$ cat src/rtl/seg7_scan_decoder.sv
// rtl/seg7_scan_decoder.sv - multiplexed active-low 7-seg bus to hex frame decoder
// Optional decimal-point capture enabled by defining SEG7DEC_DP_EN.
module seg7_scan_decoder #(
  parameter int NDIG   = 4,
  parameter int STABLE = 4
) (
  input  logic              clk,
  input  logic              rst,
  input  logic [NDIG-1:0]   an,
  input  logic [6:0]        seg,
`ifdef SEG7DEC_DP_EN
  input  logic              dp,
  output logic [NDIG-1:0]   dp_out,
`endif
  output logic [4*NDIG-1:0] digits,
  output logic [NDIG-1:0]   dig_err,
  output logic              frame_valid,
  output logic [7:0]        frame_cnt
);

`ifdef SEG7DEC_DP_EN
  localparam int SW = NDIG + 8;
`else
  localparam int SW = NDIG + 7;
`endif

  typedef enum logic [1:0] {S_WAIT, S_COUNT, S_HOLD} state_t;

  state_t            state, state_nxt;
  logic [7:0]        cnt, cnt_nxt;
  logic [SW-1:0]     sample, prev;
  logic              prev_ld, capture, an_valid, same, publish;
  logic [NDIG-1:0]   an_inv, cap_hot, seen;
  logic [4*NDIG-1:0] sh_dig, sh_dig_nxt;
  logic [NDIG-1:0]   sh_err, sh_err_nxt;
  logic [4:0]        dec;
`ifdef SEG7DEC_DP_EN
  logic [NDIG-1:0]   sh_dp, sh_dp_nxt;
  assign sample = {dp, an, seg};
`else
  assign sample = {an, seg};
`endif

  // Exactly one anode pulled low selects a digit; blank and ghosting are rejected.
  assign an_inv   = ~an;
  assign an_valid = (an_inv != '0) && ((an_inv & (an_inv - 1'b1)) == '0);
  assign same     = (sample == prev);

  function automatic logic [4:0] decode(input logic [6:0] s);
    case (s)
      7'b1000000: decode = 5'h00;
      7'b1111001: decode = 5'h01;
      7'b0100100: decode = 5'h02;
      7'b0110000: decode = 5'h03;
      7'b0011001: decode = 5'h04;
      7'b0010010: decode = 5'h05;
      7'b0000010: decode = 5'h06;
      7'b1111000: decode = 5'h07;
      7'b0000000: decode = 5'h08;
      7'b0010000: decode = 5'h09;
      7'b0001000: decode = 5'h0a;
      7'b0000011: decode = 5'h0b;
      7'b1000110: decode = 5'h0c;
      7'b0100001: decode = 5'h0d;
      7'b0000110: decode = 5'h0e;
      7'b0001110: decode = 5'h0f;
      default:    decode = 5'h10;
    endcase
  endfunction

  always_ff @(posedge clk) begin
    if (!rst) state <= S_WAIT;
    else      state <= state_nxt;
  end

  always_comb begin
    state_nxt = state;
    cnt_nxt   = cnt;
    prev_ld   = 1'b0;
    capture   = 1'b0;
    case (state)
      S_WAIT: begin
        if (an_valid) begin
          state_nxt = S_COUNT;
          cnt_nxt   = 8'd1;
          prev_ld   = 1'b1;
        end
      end
      S_COUNT: begin
        if (!an_valid) begin
          state_nxt = S_WAIT;
          cnt_nxt   = 8'd0;
        end else if (same) begin
          if (cnt == 8'(STABLE - 1)) begin
            state_nxt = S_HOLD;
            cnt_nxt   = 8'd0;
            capture   = 1'b1;
          end else begin
            cnt_nxt = cnt + 8'd1;
          end
        end else begin
          cnt_nxt = 8'd1;
          prev_ld = 1'b1;
        end
      end
      S_HOLD: begin
        if (!same) begin
          state_nxt = an_valid ? S_COUNT : S_WAIT;
          cnt_nxt   = an_valid ? 8'd1 : 8'd0;
          prev_ld   = an_valid;
        end
      end
      default: begin
        state_nxt = S_WAIT;
        cnt_nxt   = 8'd0;
      end
    endcase
  end

  // At capture the live sample equals prev, so prev supplies the digit select and glyph.
  always_comb begin
    dec        = decode(prev[6:0]);
    cap_hot    = capture ? ~prev[NDIG+6:7] : '0;
    sh_dig_nxt = sh_dig;
    sh_err_nxt = sh_err;
`ifdef SEG7DEC_DP_EN
    sh_dp_nxt  = sh_dp;
`endif
    for (int i = 0; i < NDIG; i++) begin
      if (cap_hot[i]) begin
        sh_dig_nxt[4*i +: 4] = dec[3:0];
        sh_err_nxt[i]        = dec[4];
`ifdef SEG7DEC_DP_EN
        sh_dp_nxt[i]         = ~prev[SW-1];
`endif
      end
    end
    publish = capture && ((seen | cap_hot) == {NDIG{1'b1}});
  end

  always_ff @(posedge clk) begin
    if (!rst) begin
      cnt         <= '0;
      prev        <= '0;
      seen        <= '0;
      sh_dig      <= '0;
      sh_err      <= '0;
      digits      <= '0;
      dig_err     <= '0;
      frame_valid <= 1'b0;
      frame_cnt   <= '0;
`ifdef SEG7DEC_DP_EN
      sh_dp       <= '0;
      dp_out      <= '0;
`endif
    end else begin
      cnt         <= cnt_nxt;
      if (prev_ld) prev <= sample;
      sh_dig      <= sh_dig_nxt;
      sh_err      <= sh_err_nxt;
      seen        <= publish ? '0 : (seen | cap_hot);
      frame_valid <= publish;
`ifdef SEG7DEC_DP_EN
      sh_dp       <= sh_dp_nxt;
`endif
      if (publish) begin
        digits    <= sh_dig_nxt;
        dig_err   <= sh_err_nxt;
        frame_cnt <= frame_cnt + 8'd1;
`ifdef SEG7DEC_DP_EN
        dp_out    <= sh_dp_nxt;
`endif
      end
    end
  end

endmodule

$ cat config.mk
export PLATFORM = sky130hd
export DESIGN_NAME = seg7_scan_decoder
export DESIGN_NICKNAME = d
export VERILOG_FILES = /design/src/rtl/seg7_scan_decoder.sv
export SDC_FILE = /design/constraint.sdc
export NUM_CORES = 1
export LEC_CHECK = 0
export BUFFER_PORTS_ARGS = -buffer_cell sky130_fd_sc_hd__buf_2
export CAP_MARGIN = 20
export CORE_MARGIN = 10
export CORE_UTILIZATION = 43
export DETAILED_ROUTE_END_ITERATION = 8
export PLACE_DENSITY_LB_ADDON = 0.05
export SYNTH_ARGS = -nofsm -noshare
export SYNTH_HDL_FRONTEND = slang
export SYNTH_SLANG_ARGS = --single-unit
$ cat constraint.sdc
create_clock -name clk -period 2.4 [get_ports clk]
set_clock_uncertainty 0.05 [all_clocks]
set_input_delay 0.24 -clock clk [delete_from_list [all_inputs] [get_ports clk]]
set_output_delay 0.24 -clock clk [all_outputs]
set_load 0.02 [all_outputs]
==> flow_metrics.tcl <==
set metrics [dict create \
    outcome "finished, final reports clean" \
    cp_max_fo 12 \
    die_area_um2 11900 \
    clkPwrFrac_pct 40.4 \
    swShare_pct 27.2 \
    dp_hpwl_um 5430 \
    start_kind "register" \
    crit_type "reg -> reg" \
    leakage_nw 1.68 \
    cpPeakStageDelay_ns 0.39 \
    grt-ovfl-total 0 \
    synth_edf_count 0 \
    ant_nets 0 \
    path_cells "xor2_1, nor4_2, nand3_2, buf_12, nor3_4, mux2i_1, o2bb2ai_1" \
    vdd_ir_drop_max_mv 0.335 \
    rsz0062_at_grt "false" \
    cts.sinks 74 \
    final_layout_size_suffix_gt1_share_pct 23.0 \
    wirelength_um 7560 \
    cts_tree "yes" \
    syn_nets 365 \
    synthArstFlopShare_pct 0 \
    antenna_found_initial 0 \
    power.density_nw_per_um2 630 \
    min_period_over_period_pct 91.6 \
    gp_congestion 0.832 \
    clk_latency_ns 0.35 \
    synth.cell_area_um2 3400 \
    cts_root_buffer "clkbuf_8" \
    track_usage_pct 13.2 \
    yosysWarnings 0 \
    ff2ff_path_depth 7 \
    drv_slew 0 \
    first_global_vias 2639 \
    cpMaxStageDelayCell "nor4_2" \
    maxCapViolCount 0 \
    cts_buffers 9 \
    p_int_mw 1.85 \
    clock_path_buffers 2 \
    grt_first_pass_wirelength_um 12800 \
    p_seq_share_pct 49.4 \
    critical_path.startpoint "prev[0]$_SDFFE_PN0P_" \
    nFillCells 736 \
    synth-seq-cells 74 \
    cp_data_arrival_time_ns 2.38 \
    core-area_um2 7730 \
    final_cells 511 \
    dieHeight_um 109 \
    grt_max_degree 25 \
    total_power_mw 2.53 \
    worstReg2RegEnd "dig_err[2]$_SDFFE_PN0P_" \
    ios 42 \
    multi_input_area_um2 1800 \
    viasPerCell 5.27 \
    htreeDepth 3 \
    p_sw_uw 690 \
    dr.first_iter.drc_count 90 \
    min_period_ns 2.20 \
    dp.cells 495 \
    avgSynthCellArea_um2 9.71 \
    tns_ns 0 \
    die_x_um 109 \
    seq_area_frac_synth_pct 43.6 \
    nets 419 \
    start_util_pct 44.0 \
    power.share.combinational_pct 10.2 \
    synth-main-ff-cell "dfxtp_1" \
    antenna_cells 0 \
    setup_viol 0 \
    hp-class "in -> reg" \
    max_freq_mhz 455 \
    core.rowCount 32 \
    first_pass_iters 4 \
    num_vias 2695 \
    max_slew_margin_pct 61.7 \
    finalHoldViolCount 0 \
    worst-slew-pin-transition_ns 0.573 \
    endpoint "dig_err[2]$_SDFFE_PN0P_" \
    areaGrowthSynthToFinish_pct 18.4 \
    wl_per_cell_um 14.8 \
    cp-end-kind "register" \
    ys_types 54 \
    io_buffers 41 \
    path_clk_slew_ns 0.09 \
    regToRegSetupSlack_ns 0.20 \
    timing.rr.start "prev[0]$_SDFFE_PN0P_" \
    drc 0 \
    cp.required_ns 2.58 \
    synth_cells 350 \
    seqCellArea_um2 1480 \
]
==> critical path: cells and delay by family, from the launching register on <==
kind	cells	cell delay (ns)
AO/OA/AOI/OAI	1	0.09
buffers and inverters	1	0.20
AND/OR/NAND/NOR	3	0.96
flip-flops	1	0.33
XOR/XNOR	1	0.17
multiplexers	1	0.29
==> cells in the final DEF, fill, tap and decap left out, drive strengths merged, types with 2 or more instances in the layout <==
| master | synthesis | routed |
|---|---|---|
| xnor2 | 3 | 3 |
| inv | 8 | 12 |
| a22oi | 3 | 3 |
| and3 | 5 | 5 |
| mux2i | 38 | 38 |
| xor2 | 14 | 14 |
| nor2b | 3 | 3 |
| and4b | 2 | 2 |
| nand2 | 17 | 17 |
| nor3 | 11 | 11 |
| o21ai | 8 | 8 |
| and4 | 2 | 2 |
| nor2 | 46 | 46 |
| o21a | 4 | 4 |
| a21o | 3 | 3 |
| nand4b | 2 | 2 |
| or2 | 3 | 3 |
| nand3 | 10 | 10 |
| a32o | 2 | 2 |
| dfxtp | 74 | 74 |
| nor4bb | 2 | 2 |
| o211ai | 2 | 2 |
| o22ai | 2 | 2 |
| o2bb2ai | 24 | 24 |
| nand2b | 6 | 6 |
| buf | 8 | 62 |
| a21oi | 9 | 9 |
| nor4 | 6 | 6 |
| clkinv | 1 | 2 |
| nand4 | 3 | 3 |
| ha | 2 | 2 |
| and2 | 2 | 2 |
| clkbuf | 11 | 9 |
==> per-stage QoR <==
step	instance area (µm²)	worst slack [ns]	util [%]	hold WS, ns
6_report	4030	0.202	52.1	0.0935
5_1_grt	4030	0.00311	52.1	0.101
4_1_cts	4010	0.118	51.9	0.0896
3_5_place_dp	3800	0.115	49.2	0.392
3_3_place_gp	3800	0.131	49.2	0.392
2_1_floorplan	3400	0.347	-	0.334
==> power groups by stage <==
stage	combinational (mW)	sequential, mW	clock, mW
after floorplan	0.172	1.28	0
after global placement	0.255	1.28	0
after detailed placement	0.255	1.28	0
after CTS	0.256	1.25	1.05
after global routing	0.289	1.25	1.10
final	0.260	1.25	1.02
==> cells in the mapped netlist (2+ instances only) <==
master | instances | area (µm²)
a21o_1 | 3 | 22.5
a21oi_1 | 9 | 45.0
a22oi_1 | 3 | 22.5
a32o_1 | 2 | 20.0
and2_1 | 2 | 12.5
and3_1 | 5 | 31.3
and4_1 | 2 | 17.5
and4b_1 | 2 | 20.0
buf_2 | 5 | 25.0
buf_6 | 3 | 33.8
clkbuf_1 | 11 | 41.3
dfxtp_1 | 74 | 1480
ha_1 | 2 | 25.0
inv_1 | 8 | 30.0
mux2i_1 | 38 | 380
nand2_1 | 17 | 63.8
nand2b_1 | 6 | 37.5
nand3_1 | 9 | 45.0
nand4_1 | 3 | 18.8
nand4b_1 | 2 | 17.5
nor2_1 | 45 | 169
nor2b_1 | 3 | 18.8
nor3_1 | 6 | 30.0
nor3_4 | 4 | 65.1
nor4_1 | 3 | 18.8
nor4_4 | 2 | 42.5
nor4bb_1 | 2 | 20.0
o211ai_1 | 2 | 15.0
o21a_1 | 4 | 30.0
o21ai_0 | 8 | 40.0
o22ai_1 | 2 | 12.5
o2bb2ai_1 | 24 | 210
or2_2 | 3 | 18.8
xnor2_1 | 3 | 26.3
xor2_1 | 14 | 123
==> worst min-delay path by stage <==
stage                                        from                 endpoint  slack, ns  depth (start not counted)
after floorplan                            seg[0]     prev[0]$_SDFFE_PN0P_       0.33                          2
after global placement     digits[0]$_SDFFE_PN0P_   digits[0]$_SDFFE_PN0P_       0.39                          1
after detailed placement  digits[14]$_SDFFE_PN0P_  digits[14]$_SDFFE_PN0P_       0.39                          1
after CTS                                  seg[4]     prev[4]$_SDFFE_PN0P_       0.09                          3
after global routing                       seg[5]     prev[5]$_SDFFE_PN0P_       0.10                          3
final                                      seg[4]     prev[4]$_SDFFE_PN0P_       0.09                          3
==> timing repair <==
item                       CTS  global route
buffers inserted             0             0
setup endpoints to repair    0             9
hold buffers                 0             0
resized for setup            0             3
==> area by class of cell <==
cell class | count | share of cell area (%)
clock buffers | 9 | 3.08
clock inverters | 7 | 2.08
inverters | 9 | 0.839
multi-input cells | 248 | 44.7
flip-flops and latches | 74 | 36.8
well taps | 102 | 3.17
repair buffers | 62 | 9.32
==> sequential cells by signal, indices dropped and copies added, names as in the netlist <==
signal       cells
sh_dig          16
sh_err           4
frame_valid      1
state            2
dig_err          4
seen             4
frame_cnt        8
cnt              8
prev            11
digits          16
==> cell families (layout without fill, tap and decap cells) <==
logic type | count (synthesis) | in the layout | share of synthesized area [%]
XOR/XNOR | 17 | 17 | 4.38
AO/OA/AOI/OAI | 66 | 66 | 14.6
AND/OR/NAND/NOR | 124 | 124 | 21.2
flip-flops | 74 | 74 | 43.6
adder cells (fa/ha/maj) | 2 | 2 | 0.736
buffers and inverters | 28 | 87 | 3.94
multiplexers | 39 | 39 | 11.5
==> routing by layer <==
layer / global-route usage, % / share of wire, % / up-vias
met5: 0 / 0 / -
met4: 4.99 / 1.3 / 0
met3: 4.25 / 5.8 / 9
met2: 19.6 / 44 / 53
met1: 17.6 / 49 / 1263
li1: - / - / 1370
No activity file was read; power rests on OpenSTA's default activity.
